==> config.mk <==
export PLATFORM = sky130hd
export DESIGN_NAME = ctrl_redirect_stage
export DESIGN_NICKNAME = d
export VERILOG_FILES = /design/src/rtl/ctrl_redirect_stage_pkg.sv /design/src/rtl/al_age_compare.sv /design/src/rtl/ctrl_redirect_stage.sv
export SDC_FILE = /design/constraint.sdc
export NUM_CORES = 1
export LEC_CHECK = 0
export ABC_AREA = 1
export CAP_MARGIN = 5
export CORE_AREA = 2 2 184 96
export CTS_CLUSTER_DIAMETER = 60
export DETAILED_ROUTE_END_ITERATION = 8
export DIE_AREA = 0 0 186 98
export MAX_ROUTING_LAYER = met4
export PLACE_DENSITY = 0.67
export SYNTH_ARGS = -nofsm -noshare
export SYNTH_HDL_FRONTEND = slang
export SYNTH_SLANG_ARGS = --single-unit
==> constraint.sdc <==
create_clock -name clk -period 7.2 [get_ports clk]
set_clock_uncertainty 0.15 [all_clocks]
set_input_delay 1.8 -clock clk [delete_from_list [all_inputs] [get_ports clk]]
set_output_delay 1.8 -clock clk [all_outputs]
set_load 0.01 [all_outputs]
==> src/rtl/ctrl_redirect_stage_pkg.sv <==
// Shared constants and types for the control redirect stage.
package ctrl_redirect_stage_pkg;

  localparam int unsigned PC_W_DEF    = 32;
  localparam int unsigned AL_ID_W_DEF = 7;
  localparam int unsigned FLAG_W_DEF  = 8;

  // Execution-flag bit positions
  localparam int unsigned FLAG_MISPRED = 0;
  localparam int unsigned FLAG_EXEC    = 2;
  localparam int unsigned FLAG_LINK    = 4;
  localparam int unsigned FLAG_COND    = 5;
  localparam int unsigned FLAG_CTRL    = 7;

  typedef enum logic [1:0] {
    ST_IDLE       = 2'd0,
    ST_REQ        = 2'd1,
    ST_WAIT_FLUSH = 2'd2
  } redir_state_e;

endpackage

==> src/rtl/al_age_compare.sv <==
// Combinational check: is a_id strictly older than b_id relative to the active-list head.
module al_age_compare #(
  parameter int unsigned AL_ID_W = 7
) (
  input  logic [AL_ID_W-1:0] a_id,
  input  logic [AL_ID_W-1:0] b_id,
  input  logic [AL_ID_W-1:0] head,
  output logic               older_c
);

  logic [AL_ID_W-1:0] a_age;
  logic [AL_ID_W-1:0] b_age;

  // Modulo subtraction keeps the compare correct across ID wrap; equal age is not older
  always_comb begin
    a_age   = a_id - head;
    b_age   = b_id - head;
    older_c = (a_age < b_age);
  end

endmodule

==> src/rtl/ctrl_redirect_stage.sv <==
// Registered stage after the control ALU: writeback, predictor update and a single
// oldest-mispredict redirect request held until the active list flushes.
module ctrl_redirect_stage
  import ctrl_redirect_stage_pkg::*;
#(
  parameter int unsigned PC_W    = PC_W_DEF,
  parameter int unsigned AL_ID_W = AL_ID_W_DEF,
  parameter int unsigned FLAG_W  = FLAG_W_DEF
) (
  input  logic               clk,
  input  logic               reset,
  input  logic               valid_i,
  input  logic [AL_ID_W-1:0] alId_i,
  input  logic [PC_W-1:0]    pc_i,
  input  logic [PC_W-1:0]    result_i,
  input  logic [PC_W-1:0]    nextPC_i,
  input  logic               direction_i,
  input  logic [FLAG_W-1:0]  flags_i,
  input  logic [AL_ID_W-1:0] alHead_i,
  input  logic               flush_i,
  output logic               wbValid_o,
  output logic [AL_ID_W-1:0] wbAlId_o,
  output logic [PC_W-1:0]    wbResult_o,
  output logic [FLAG_W-1:0]  wbFlags_o,
  output logic               bpValid_o,
  output logic [PC_W-1:0]    bpPC_o,
  output logic               bpDir_o,
  output logic [PC_W-1:0]    bpTarget_o,
  output logic               redirValid_o,
  input  logic               redirReady_i,
  output logic [PC_W-1:0]    redirPC_o,
  output logic [AL_ID_W-1:0] redirAlId_o
);

  redir_state_e       state_q;
  redir_state_e       state_d;
  logic [PC_W-1:0]    redir_pc_d;
  logic [AL_ID_W-1:0] redir_id_d;
  logic               mispred_c;
  logic               exec_c;
  logic               older_c;
  logic               handshake_c;

  al_age_compare #(
    .AL_ID_W (AL_ID_W)
  ) u_age (
    .a_id    (alId_i),
    .b_id    (redirAlId_o),
    .head    (alHead_i),
    .older_c (older_c)
  );

  // Writeback and predictor-update register, loaded every cycle
  always_ff @(posedge clk or negedge reset) begin
    if (!reset) begin
      wbValid_o  <= 1'b0;
      wbAlId_o   <= '0;
      wbResult_o <= '0;
      wbFlags_o  <= '0;
      bpValid_o  <= 1'b0;
      bpPC_o     <= '0;
      bpDir_o    <= 1'b0;
      bpTarget_o <= '0;
    end else begin
      wbValid_o  <= exec_c & ~flush_i;
      wbAlId_o   <= alId_i;
      wbResult_o <= result_i;
      wbFlags_o  <= flags_i;
      bpValid_o  <= exec_c & flags_i[FLAG_COND] & ~flush_i;
      bpPC_o     <= pc_i;
      bpDir_o    <= direction_i;
      bpTarget_o <= nextPC_i;
    end
  end

  // Redirect FSM state and held request
  always_ff @(posedge clk or negedge reset) begin
    if (!reset) begin
      state_q      <= ST_IDLE;
      redirValid_o <= 1'b0;
      redirPC_o    <= '0;
      redirAlId_o  <= '0;
    end else begin
      state_q      <= state_d;
      redirValid_o <= (state_d == ST_REQ);
      redirPC_o    <= redir_pc_d;
      redirAlId_o  <= redir_id_d;
    end
  end

  // Next-state: handshake beats replacement, flush beats everything
  always_comb begin
    state_d     = state_q;
    redir_pc_d  = redirPC_o;
    redir_id_d  = redirAlId_o;
    exec_c      = valid_i & flags_i[FLAG_EXEC];
    mispred_c   = valid_i & flags_i[FLAG_MISPRED];
    handshake_c = redirValid_o & redirReady_i;

    case (state_q)
      ST_IDLE: begin
        if (mispred_c) begin
          redir_pc_d = nextPC_i;
          redir_id_d = alId_i;
          state_d    = ST_REQ;
        end
      end
      ST_REQ: begin
        if (handshake_c) begin
          state_d = ST_WAIT_FLUSH;
        end else if (mispred_c && older_c) begin
          redir_pc_d = nextPC_i;
          redir_id_d = alId_i;
        end
      end
      ST_WAIT_FLUSH: begin
        state_d = ST_WAIT_FLUSH;
      end
      default: begin
        state_d = ST_IDLE;
      end
    endcase

    if (flush_i) begin
      state_d    = ST_IDLE;
      redir_pc_d = redirPC_o;
      redir_id_d = redirAlId_o;
    end
  end

endmodule

# After elaboration in Yosys (flattened, before gate mapping)
# Cells that the tools add are included.
dict set report word_totals {
  register_bits 156
  in_bits 124
  output_inout_bits 154
}
dict set report op_classes {
  add_sub_neg 2
  magnitude_cmp 1
  eq_ne 6
  muxes 12
  bitwise_logic 7
  n_reduce_logical 4
}
# operator count
set op_table {}
lappend op_table {{two-way mux 32 bit} 3}
lappend op_table {{one-hot mux 32 bit (2 select lines)} 1}
lappend op_table {{two-way mux 7 bit} 3}
lappend op_table {{one-hot mux 7 bit (2 select lines)} 1}
lappend op_table {{subtractor 7 bit} 2}
lappend op_table {{less-than comparator 7 bit} 1}
lappend op_table {{AND 1 bit} 6}
lappend op_table {{two-way mux 2 bit} 3}
lappend op_table {{!= test 2 bit (second input constant)} 3}
lappend op_table {{one-hot mux 2 bit (3 select lines)} 1}
lappend op_table {{AND reduction 5 bit} 1}
lappend op_table {{== test 2 x 1 -> 1 bit (second input constant)} 2}
lappend op_table {{== test 2 bit (second input constant)} 1}
lappend op_table {{zero test 2 bit} 1}
lappend op_table {{nonzero test 2 bit} 1}
lappend op_table {{logical AND 1 bit} 1}
lappend op_table {{NOT 1 bit} 1}

# Longest topological paths before layout
# Gate-level depths: netlist (run 1).
dict set report logic_depth {
  word_depth 6
  ltp_mapped 18
}

# Cells and area by module
# Synthesis (run 1) repeated with hierarchy kept, for this count alone.
dict set report hier_totals {
  hier_cells 433
  hier_area_um2 5382.7
}
# mod instances cells_per_inst area_per_inst_um2 seq_area_each_um2
set by_module_without_submodules {}
lappend by_module_without_submodules {ctrl_redirect_stage 1 311 4640.7 3903.7}
lappend by_module_without_submodules {al_age_compare 1 122 742.0 0.0}

# Worst setup path before layout (run 1)
# No wires, ideal clock.
dict set report synth_path {
  path_type {input to register}
  from {input alId_i[0]}
  to {register redirPC_o[21]}
  setup_ns 0.117
  arrival_ns 3.858
  t_required_ns 6.933
  slack_ns 3.076
  cell_stages 18
  n_path_buf 2
  cell_sequence {inv_1 ha_1 inv_1 fa_1 nand4_1 o211ai_1 xor2_1 ha_1 nand2_1 inv_1 a21oi_1 nand2_1 nand2_2 nand2_2 buf_6 buf_6 nand2_1 nand2_1}
}
dict set report synth_between {
  elab_chain_cells 5
}
# element line_no
set synth_lines {}
lappend synth_lines {{start: declaration} ctrl_redirect_stage.sv:13} ;# input logic [AL_ID_W-1:0] alId_i,
lappend synth_lines {{subtractor 7 bit} al_age_compare.sv:16} ;# a_age = a_id - head;
lappend synth_lines {{less-than comparator 7 bit} al_age_compare.sv:18} ;# older_c = (a_age < b_age);
lappend synth_lines {{logical AND 1 bit} ctrl_redirect_stage.sv:111} ;# end else if (mispred_c && older_c) begin
lappend synth_lines {{!= test 2 bit (no line)} n/a}
lappend synth_lines {{AND reduction 5 bit (no line)} n/a}
lappend synth_lines {{end signal: assignment} ctrl_redirect_stage.sv:86} ;# redirPC_o <= redir_pc_d;
lappend synth_lines {{end: declaration} ctrl_redirect_stage.sv:31} ;# output logic [PC_W-1:0] redirPC_o,
# No other way between the ends.
# A chain may end at the register's enable or synchronous reset.

# Worst setup path after layout (run 1)
dict set report layout_path {
  from {input alId_i[0]}
  to {register redirPC_o[20]}
}
# The elaborated chain is that of the path after synthesis.

==> impl_metrics.csv, run 1 <==
group,metric,value,unit
clock_tree,numCtsBuffers,17,
pwr,p_leak,0.00401,uW
worst_setup_path,cpMaxStageDelayCell,"clkdlybuf4s50_1",
synthesis,netlist_top_cells_area,"dfrtp_1, nand2_1, ha_1",
routing,firstDrtPassIters,5,
global_routing,met2_usage,28.2,%
timing,drv_slew,0,
floorplanning,die_area,18200,sq um
floorplanning,rows,34,
synthesis,synth_cell_type_count,23,
synthesis,ys_ff_latch,156,
finish,diodes,0,
clock_tree,clock_sinks,156,
synthesis,avgSynthCellArea,13.1,sq um
clock_tree,cts_root_buf,"clkbuf_16",
timing,min_period,4780,ps
worst_setup_path,r2r_start,"redirAlId_o[0]",
global_routing,use_met1,23.4,%
placement,placedCellCount,901,
clock_tree,h-tree-depth,4,
finish,syn_to_final_growth,69.1,%
placement,dp_hpwl,11600,um
clock_tree,cts_tree,"done",
worst_setup_path,worstSetupEndpointType,"flop",
floorplanning,io_pins,278,
global_routing,grt_pass1_wl,24200,um
worst_setup_path,r2r_setup_slack,3900,ps
clock_tree,insertion_delay,410,ps
worst_setup_path,crit_buf_inv,4,
worst_setup_path,worst_ep_arrival_time,4920,ps
clock_tree,clk_path_buf_depth,2,
placement,dpl-instance-area,8230,sq um
timing,fmax,0.209,GHz
worst_setup_path,crit_top_cell,"nand2_1",
worst_setup_path,slowest_delay,460,ps
pwr,power.density,282,nW/um^2
timing,worstMarginPinSlew,1090,ps
routing,ant_nets,0,
synthesis,yosysWarnings,0,
routing,avgRoutedWirePerCell,16.9,um
worst_setup_path,path_cells,"clkdlybuf4s50_1 > inv_1 > ha_1 > inv_1 > fa_1 > nand4_1 > o211ai_1 > xor2_1 > ha_1 > nand2_1 > inv_1 > a21oi_1 > nand2_1 > nand2_2 > nand2_2 > nand2_1 > nand2_1",
clock_tree,cts_resized,0,
worst_setup_path,cp_top_family,"simple AND/OR/NAND/NOR gates",
timing,hold_viol,0,
timing,slew_headroom,27.4,%
placement,routabilityCongestion,0.808,
timing,fin_setup_tns,0,ps
synthesis,syn_nets,544,
synthesis,synth_top_area_cell,"dfrtp_1",
finish,drive_above_1_share,5.59,%
pwr,vdd_drop_max,0.000150,V
worst_setup_path,critPathLaunchType,"input pin",
floorplanning,start_util,31.1,%
timing,rsz0062_at_grt,"false",
global_routing,grt_use_met3,4.70,%
worst_setup_path,crit_type,"input pin to flop",
finish,layoutNonFillerInstCount,932,
finish,multi_input_area,1150,sq um
clock_tree,clk_pin_slew,70,ps
worst_setup_path,path_depth,17,
finish,finalCoreUtilization,52.6,%
synthesis,synthCells,400,
floorplanning,die_y,98,um
worst_setup_path,cp_max_fo,39,
synthesis,synth_most_common_cell,"dfrtp_1",
flow_run,maxCapViolCount,0,
finish,regArea,3900,sq um
worst_hold_path,hold_class,"flop to flop",
synthesis,syn_area,5230,sq um
finish,fill_cells,1435,
floorplanning,coreArea,16800,sq um
worst_setup_path,crit_path_start,"alId_i[0]",
synthesis,ys_dominant_reg_cell,"dfrtp_1",
placement,io_buffers,277,
routing,vias_per_cell,4.30,
synthesis,async_flop_share,100,%
clock_tree,cts_hold_buffers,0,
synthesis,synth_commonest_cells,"dfrtp_1, nand2_1, nand3_1, inv_1, ha_1",
global_routing,grt_remaining_overflow,0,
outcome,status,"finished, final reports clean",
worst_setup_path,cp.required,7350,ps
synthesis,synth-edff-count,0,
finish,nNetsFinal,830,
routing,vias,4004,
floorplanning,die_w,186,um
worst_setup_path,r2r_cells,16,
routing,drt_wl_total,15700,um
worst_setup_path,r2r_end,"redirPC_o[20]",
routing,drc_errors,0,
pwr,totalPowerFinal,2490,uW
global_routing,antenna_found_initial,0,
synthesis,synth_top_area_share,74.7,%
timing,setup-violations-final,0,
global_routing,grt.total_usage,18.2,%
global_routing,grt.busiest_layer,"met2",
global_routing,first_global_vias,4225,
finish,final_cell_area,8840,sq um
routing,drtIter0Drc,227,
synthesis,yosysSeqAreaShare,74.7,%
global_routing,grt_max_degree,102,
worst_setup_path,endpoint,"redirPC_o[20]",
clock_tree,post_cts_buffers,0,
timing,finalCritPeriodShare,66.3,%
==> flip-flops by register name (all words and copies together) (netlist names), 2 cells and up <==
name	cells
state_q	2
wbResult_o	32
wbFlags_o	8
bpPC_o	32
bpTarget_o	32
wbAlId_o	7
redirAlId_o	7
redirPC_o	32
==> cell families after synthesis <==
kind of cell	Yosys count	synth area share [%]
compound gates	16	1.72
xor+xnor	12	2.01
fa+ha+maj	20	5.07
buf+inv	36	3.37
flops	156	74.7
simple gates	160	13.2
==> routing by layer <==
layer	vias to the layer above	share of wire [%]
met5	-	0
met4	0	1.4
met3	21	6.8
met2	156	47
met1	1971	45
li1	1856	-
==> metrics by stage <==
stage / hold WS, ps / setup WS [ps]
after floorplan: 356 / 3080
after detailed placement: 309 / 2050
after CTS: 324 / 2480
final: 321 / 2420
after global routing: 341 / 2110
after global placement: 307 / 2100
==> worst min path at each step <==
stage	end	slack [ps]	from	depth (start not counted)
after CTS	redirPC_o[29]	320	redirPC_o[29]	2
final	redirPC_o[13]	320	redirPC_o[13]	2
after floorplan	redirPC_o[21]	360	redirPC_o[21]	2
after global placement	redirPC_o[13]	310	redirPC_o[13]	2
after detailed placement	redirPC_o[29]	310	redirPC_o[29]	2
after global routing	redirPC_o[29]	340	redirPC_o[29]	2
==> cells in the final DEF, fill, tap and decap left out, drive strengths merged <==
master and n:
clkdlybuf4s50 276, dfrtp 156, nand2 104, nand3 44, inv 27, ha 18, clkbuf 17, a21oi 11
xor2 8, clkinv 8, nand4 6, xnor2 4, nor2 4, bufinv 3, buf 3, a31oi 2
o211ai 2, fa 2, nor3 1, a21o 1, nor3b 1
==> worst min-delay path: cells and delay by family, from the launching register on <==
family        cells  cell delay, ps
flops             1             340
simple gates      2             100
==> report_power, final <==
group	internal, uW	switching, uW
logic	291	262
clock network	554	378
registers	964	47.0
total	1810	686
==> layout make-up <==
cell class | count | share of cell area (%)
clock buffer | 17 | 4.81
clock inverter | 14 | 2.11
inverter | 24 | 1.02
multi-input combinational | 208 | 13.0
sequential | 156 | 44.2
tap | 234 | 3.31
timing repair buffer | 279 | 31.5
Power figures use the tool's default switching activity.
==> run 2, diff against run 1 <==
clock period = 4.8 ns   (was 7.2 ns; I/O delays follow)
==> run 2 against run 1 <==
Critical path depth is the same. Total power grew 50%. Design area is 0.37% higher. Via count rose by 1.0%. Routed wire length decreased by 1.8%. Sequential cell count unchanged. First-iteration DRC count increased by 4.4%. Global-route usage is 0.41 points lower. Combinational power rose by 51%. Die area unchanged. Non-clock buffer count is 2 higher. Clock power up 48%. Critical path type unchanged. Critical endpoint is now redirPC_o[12].
==> impl_metrics.csv, run 2 (same netlist as run 1, synthesis figures left out) <==
group,metric,value,unit
worst_setup_path,path_cells,"clkdlybuf4s50_1 > inv_1 > ha_1 > inv_1 > fa_1 > nand4_1 > o211ai_1 > xor2_1 > ha_1 > nand2_1 > inv_1 > a21oi_1 > nand2_1 > nand2_2 > buf_4 > nand3_1 > nand2_1",
global_routing,grt_max_degree,95,
routing,drc_errors,0,
clock_tree,cts_root_buf,"clkbuf_16",
finish,nNetsFinal,832,
timing,finalCritPeriodShare,84.1,%
floorplanning,rows,34,
worst_setup_path,worstSetupEndpointType,"flop",
global_routing,first_global_vias,4139,
flow_run,maxCapViolCount,0,
timing,hold_viol,0,
placement,io_buffers,277,
pwr,power.density,421,nW/um^2
routing,drtIter0Drc,237,
placement,routabilityCongestion,0.833,
finish,drive_above_1_share,5.86,%
clock_tree,clock_sinks,156,
floorplanning,die_w,186,um
clock_tree,clk_pin_slew,70,ps
finish,finalCoreUtilization,52.8,%
clock_tree,clk_path_buf_depth,2,
timing,fin_setup_tns,0,ps
global_routing,grt_remaining_overflow,0,
finish,mostFrequentLayoutCell,"clkdlybuf4s50_1",
worst_setup_path,slowest_delay,460,ps
pwr,p_leak,0.00402,uW
timing,hold_ws,323,ps
worst_setup_path,crit_buf_inv,5,
global_routing,grt_pass1_wl,23700,um
worst_setup_path,cp_top_family,"buffers and inverters",
worst_hold_path,hold_class,"flop to flop",
routing,avgRoutedWirePerCell,16.5,um
timing,rsz0062_at_grt,"false",
pwr,vdd_drop_max,0.000232,V
clock_tree,cts_resized,0,
routing,drt_wl_total,15400,um
timing,drv_slew,0,
finish,syn_to_final_growth,69.7,%
clock_tree,cts_tree,"done",
floorplanning,die_area,18200,sq um
worst_setup_path,cp_max_fo,39,
timing,worstMarginPinSlew,608,ps
clock_tree,numCtsBuffers,17,
finish,final_cell_mix,"clkdlybuf4s50_1, dfrtp_1, nand2_1",
placement,preCtsSetupSlack,378,ps
worst_setup_path,cp.required,5000,ps
timing,min_period,4040,ps
routing,ant_nets,0,
routing,vias,4044,
clock_tree,insertion_delay,410,ps
routing,vias_per_cell,4.33,
placement,dp_hpwl,11700,um
worst_setup_path,critPathLaunchType,"input pin",
timing,slew_headroom,59.5,%
worst_setup_path,worst_ep_arrival_time,4230,ps
global_routing,grt.total_usage,17.8,%
timing,setup-violations-final,0,
outcome,status,"finished, final reports clean",
timing,fmax,0.248,GHz
floorplanning,die_y,98,um
floorplanning,io_pins,278,
clock_tree,post_cts_buffers,0,
global_routing,antenna_found_initial,0,
floorplanning,coreArea,16800,sq um
clock_tree,h-tree-depth,4,
worst_setup_path,crit_type,"input pin to flop",
floorplanning,start_util,31.1,%
routing,firstDrtPassIters,4,
worst_setup_path,cpMaxStageDelayCell,"clkdlybuf4s50_1",
timing,finalWorstSetupSlack,762,ps
clock_tree,cts_hold_buffers,0,
finish,diodes,0,
run 2: changes by cell type in the layout (fill, tap and decap cells not counted):
cell        before  now
buf_12           0    2
bufinv_16        3    2
clkinv_2         2    1
clkinv_4         4    0
clkinv_8         0    1
clkinvlp_4       0    2
inv_6            2    3
inv_8            3    5
run 2: path summary, 6_finish.rpt:
path,start,end,slack (ps),cells past startpoint
min,redirPC_o[25],redirPC_o[25],320,2
max,alId_i[0],redirPC_o[12],760,17
max reg2reg,redirAlId_o[0],redirPC_o[12],1660,16
max in group asynchronous,reset,bpPC_o[4],2970,2
min in group asynchronous,reset,wbAlId_o[1],590,1
min reg2reg,redirPC_o[25],redirPC_o[25],320,2
run 2: worst register-to-register path, stage by stage, from the launching register on:
cell and delay [ps]:
dfrtp_1 410, inv_1 80, ha_1 130, inv_1 60, fa_1 430, nand4_1 130
o211ai_1 100, xor2_1 170, ha_1 300, nand2_1 90, inv_1 40, a21oi_1 130
nand2_1 80, nand2_2 70, buf_4 400, nand3_1 170, nand2_1 110
run 2: area by class of cell:
cell class / count / area [sq um]
tap: 234 / 293
timing repair buffer: 281 / 2830
clock inverter: 14 / 179
multi-input combinational: 208 / 1150
clock buffer: 17 / 425
inverter: 24 / 90.1
fill: 1427 / 7930
sequential: 156 / 3900
run 2: layer usage:
layer	vias to the layer above	wire length, um	share of wire, %	global-route usage (%)
met5	-	0	0	-
met4	0	297	1.9	5.75
met1	1997	6990	45	23.5
met2	152	7200	47	27.1
met3	30	953	6.2	4.21
li1	1865	-	-	-
run 2: power breakdown:
part	leakage, uW	switching [uW]	internal [uW]
registers	0.00186	75.4	1450
clock network	0.000293	592	790
logic	0.00187	394	440
run 2: per-stage QoR:
stage,std cells,area (sq um),total power [uW]
4_1_cts,934,8870,3790
3_3_place_gp,903,8270,2360
2_1_floorplan,400,5230,1870
6_report,934,8870,3740
3_5_place_dp,903,8270,2390
5_1_grt,934,8870,3940
